$ cat config.mk
export PLATFORM = sky130hd
export DESIGN_NAME = shift_sequencer
export DESIGN_NICKNAME = d
export VERILOG_FILES = /design/src/rtl/shift_sequencer.sv
export SDC_FILE = /design/constraint.sdc
export NUM_CORES = 1
export LEC_CHECK = 0
export CAP_MARGIN = 20
export CORE_MARGIN = 1
export CORE_UTILIZATION = 40
export DETAILED_ROUTE_END_ITERATION = 7
export PLACE_DENSITY = 0.81
export SETUP_SLACK_MARGIN = 0.15
export SYNTH_ARGS = -nofsm -noshare
export SYNTH_HDL_FRONTEND = slang
export SYNTH_SLANG_ARGS = --single-unit
$ cat constraint.sdc
create_clock -name clk -period 2.6 [get_ports clk]
set_input_delay 0.65 -clock clk [delete_from_list [all_inputs] [get_ports clk]]
set_output_delay 0.65 -clock clk [all_outputs]
set_load 0.05 [all_outputs]
$ cat src/rtl/shift_sequencer.sv
// Feeds a parallel-load shift register: takes a word over valid/ready, loads it, then
// issues one shift pulse every CLKS_PER_BIT cycles so each bit is held LSB first.
module shift_sequencer #(
  parameter int NUM_BITS     = 8,
  parameter int CLKS_PER_BIT = 4
) (
  input  logic                clk,
  input  logic                rst,
  input  logic [NUM_BITS-1:0] data_in,
  input  logic                data_valid,
  output logic                data_ready,
  input  logic                fill_bit,
  input  logic                abort,
  output logic [NUM_BITS-1:0] sr_parallel_in,
  output logic                sr_load_enable,
  output logic                sr_shift_enable,
  output logic                sr_serial_in,
  output logic                busy,
  output logic                done
);

  localparam int BW = $clog2(CLKS_PER_BIT) + 1;
  localparam int CW = $clog2(NUM_BITS) + 1;
  localparam logic [BW-1:0] BAUD_LAST = BW'(CLKS_PER_BIT - 1);
  localparam logic [CW-1:0] BIT_LAST  = CW'(NUM_BITS - 1);

  typedef enum logic [1:0] {
    S_IDLE,
    S_LOAD,
    S_SHIFT,
    S_DONE
  } state_e;

  state_e                state_q, state_d;
  logic [NUM_BITS-1:0]   word_q, word_d;
  logic [BW-1:0]         baud_q, baud_d;
  logic [CW-1:0]         bit_q, bit_d;
  logic                  shift_pulse;

  always_comb begin
    state_d     = state_q;
    word_d      = word_q;
    baud_d      = baud_q;
    bit_d       = bit_q;
    shift_pulse = (state_q == S_SHIFT) && (baud_q == BAUD_LAST) && !abort;
    case (state_q)
      S_IDLE: begin
        if (data_valid) begin
          word_d  = data_in;
          state_d = S_LOAD;
        end
      end
      S_LOAD: begin
        baud_d  = '0;
        bit_d   = '0;
        // the load itself is never suppressed; abort only cancels what follows it
        state_d = abort ? S_IDLE : S_SHIFT;
      end
      S_SHIFT: begin
        if (abort) begin
          baud_d  = '0;
          bit_d   = '0;
          state_d = S_IDLE;
        end else if (baud_q == BAUD_LAST) begin
          baud_d = '0;
          if (bit_q == BIT_LAST) begin
            bit_d   = '0;
            state_d = S_DONE;
          end else begin
            bit_d = bit_q + CW'(1);
          end
        end else begin
          baud_d = baud_q + BW'(1);
        end
      end
      S_DONE: begin
        state_d = S_IDLE;
      end
      default: begin
        state_d = S_IDLE;
      end
    endcase
  end

  always_ff @(posedge clk or posedge rst) begin
    if (rst) begin
      state_q <= S_IDLE;
      word_q  <= '0;
      baud_q  <= '0;
      bit_q   <= '0;
    end else begin
      state_q <= state_d;
      word_q  <= word_d;
      baud_q  <= baud_d;
      bit_q   <= bit_d;
    end
  end

  // IDLE is also the reset state, so ready must be masked by rst directly
  assign data_ready      = (state_q == S_IDLE) && !rst;
  assign sr_load_enable  = (state_q == S_LOAD);
  assign sr_shift_enable = shift_pulse;
  assign sr_parallel_in  = word_q;
  assign sr_serial_in    = fill_bit;
  assign busy            = (state_q != S_IDLE);
  assign done            = (state_q == S_DONE);

endmodule

==> impl_metrics.toml <==
[run_status]
run_status = "finished clean"

[clock_network]
htree_levels = 1
path_clk_slew_ns = 0.10
clk_latency_ns = 0.30
cts_setup_buffers = 0
cts_tree = "yes"
cts-root-buf = "clkbuf_4"
cts_made_buffers = 3
numClockSinks = 17
clock_path_buffers = 2

[place]
routabilityCongestion = 0.751
pre_cts_ws_ns = 0.249
io_buffers = 24
dp_hpwl_mm = 1.18

[drt]
wl_per_cell_um = 12.7
avgViaCountPerCell = 4.98
finalWirelength_mm = 1.59
drc = 0
firstDrtPassIters = 4
ant_nets = 0
num_vias = 623
drtIter0Drc = 7

[die]
die_area_mm2 = 0.00234
core-area_mm2 = 0.00200
die_height_um = 48.4
die_w_um = 48.4
pin_count = 27
start_util = 0.430
row_count = 16

[sta]
finalCriticalPeriod_ns = 2.38
slew_violations = 0
finalSetupViolCount = 0
max_slew_margin = 0.572
fmax_mhz = 419
rsz0062_at_grt = "false"
layout_setup_ws_ns = 0.215
finalHoldViolations = 0
finalClockSkew_ns = 0.00206
period_share = 0.917
setup_tns_ns = 0
tightest_slew_ns = 0.641

[yosys]
avgSynthCellArea_um2 = 12.1
seq_area_frac_synth = 0.494
yosys.area.top_type = "dfrtp_1"
syn_nets = 90
ys_seq_elements = 17
ys_types = 26
yosysWarnings = 0
synth.top_cells.by_area = "dfrtp_1, mux2_1, ha_1"
netlist.area_leader.share = 0.494
netlist_area_um2 = 861
synthCells = 71

[global_route]
grt_pass1_vias = 605
grt_max_degree = 18
grt_usage = 0.158
grt_pass1_wl_mm = 2.76
grt_overflow = 0
antenna_found_initial = 0

[setup_path]
critical_path_class = "in -> out"
cp.required_ns = 1.95
worstSetupStartpointType = "primary input"
cp_max_fo = 4
worstPathArrival_ns = 1.73
crit_path_end_kind = "primary output"

[power_and_ir_drop]
power_frac_clock = 0.101
power.internal_mw = 0.736
combinationalPowerShare = 0.618
power_density_mw_per_mm2 = 1220
switchingPower_mw = 0.701
seqPwrFrac = 0.281
leakage_nw = 0.538
peakVddDrop_mv = 0.786
p_sw_frac = 0.488

[layout]
num-fill-cells = 171
drive_gt1_frac = 0.143
diodes = 0
num-nets-final = 118
syn2layout_area_growth_pct = 36.6

[job]
drv_cap = 0

[worst_hold_path]
hp-class = "reg -> reg"
-- power by group through the flow --
stage	combinational, mW	sequential, mW	clock, mW
after floorplan	0.409	0.631	0
after global placement	0.891	0.404	0
after detailed placement	0.905	0.409	0
after CTS	0.899	0.403	0.152
after global routing	0.937	0.417	0.164
final	0.888	0.404	0.145
-- worst max-delay path, stage by stage --
cell	delay (ns)
clkdlybuf4s50_1	0.45
nand2b_4	0.18
nor2_1	0.27
buf_12	0.18
-- routing by layer --
layer  track usage  up-vias  routed length, µm
li1              -      299                  -
met1         0.192      300                722
met2         0.254       19                738
met3        0.0314        5                 78
met4         0.103        0                 46
met5             0        -                  0
-- Yosys cell counts --
library cell,count
o21ai_0,2
a21bo_1,1
mux2_2,1
dfrtp_1,17
nand3b_1,1
and2_1,2
ha_1,6
o21ai_1,4
mux2_1,8
nand2b_4,1
buf_4,1
o22ai_1,1
nand2_1,3
and2b_4,1
mux2i_1,1
nand2b_1,1
nand2_2,1
nand3_1,1
o31ai_2,1
nor2_1,5
a31oi_4,1
a32o_1,1
nand3_2,1
a221oi_2,1
o22a_1,1
inv_1,7
-- path summary, 6_finish.rpt --
check,endpoint,slack [ns],startpoint,depth (start not counted)
setup reg to reg,bit_q[3],1.07,state_q[0],5
min in group asynchronous,baud_q[2],0.76,rst,2
setup / recovery,sr_shift_enable,0.22,abort,4
max in group asynchronous,sr_parallel_in[1],1.43,rst,2
hold reg to reg,baud_q[2],0.49,baud_q[2],1
hold / removal,baud_q[2],0.49,baud_q[2],1
-- cells in the final DEF, fill, tap and decap left out, drive strengths merged, types with 2 or more instances in the layout --
| master | Yosys | routed |
|---|---|---|
| mux2 | 9 | 9 |
| o21ai | 6 | 6 |
| dfrtp | 17 | 17 |
| nand3 | 2 | 2 |
| buf | 1 | 2 |
| ha | 6 | 6 |
| and2 | 2 | 2 |
| nand2b | 2 | 2 |
| nor2 | 5 | 5 |
| clkbuf | 0 | 3 |
| inv | 7 | 7 |
| nand2 | 4 | 4 |
| clkdlybuf4s50 | 0 | 20 |
-- cell families after synthesis --
family | after synthesis | share of synthesized area
adder cells (fa/ha/maj) | 6 | 0.0872
buffers and inverters | 8 | 0.0393
multiplexers | 10 | 0.129
AND/OR/NAND/NOR | 17 | 0.118
flip-flops | 17 | 0.494
AO/OA/AOI/OAI | 13 | 0.132
-- cell type report --
class                      count  area [µm²]  area share
timing repair buffer          24         262       0.222
sequential                    17         425       0.362
inverter                       7        26.3      0.0223
clock buffer                   3        22.5      0.0191
tap                           27        33.8      0.0287
clock inverter                 1        5.00     0.00426
multi-input combinational     46         402       0.341
-- sequential cells by signal, indices dropped and copies added (netlist names) --
| register | flops |
|---|---|
| sr_parallel_in | 8 |
| baud_q | 3 |
| state_q | 2 |
| bit_q | 4 |
-- what timing repair did --
item	CTS	global route
endpoints found under the setup margin	1	1
hold endpoints to repair	0	0
gates resized for setup	1	1
hold buffers	0	0
-- through the flow --
| stage | util | hold WS [ns] | cells | total power [mW] | instance area (µm²) |
|---|---|---|---|---|---|
| detailed placement | 0.573 | 0.465 | 121 | 1.31 | 1150 |
| floorplan | - | 0.444 | 71 | 1.04 | 861 |
| CTS | 0.586 | 0.494 | 125 | 1.45 | 1170 |
| finish | 0.588 | 0.488 | 125 | 1.44 | 1180 |
| global route | 0.588 | 0.517 | 125 | 1.52 | 1180 |
| global placement | 0.573 | 0.464 | 121 | 1.29 | 1150 |
Note: power is estimated with default switching activity, not from simulation.
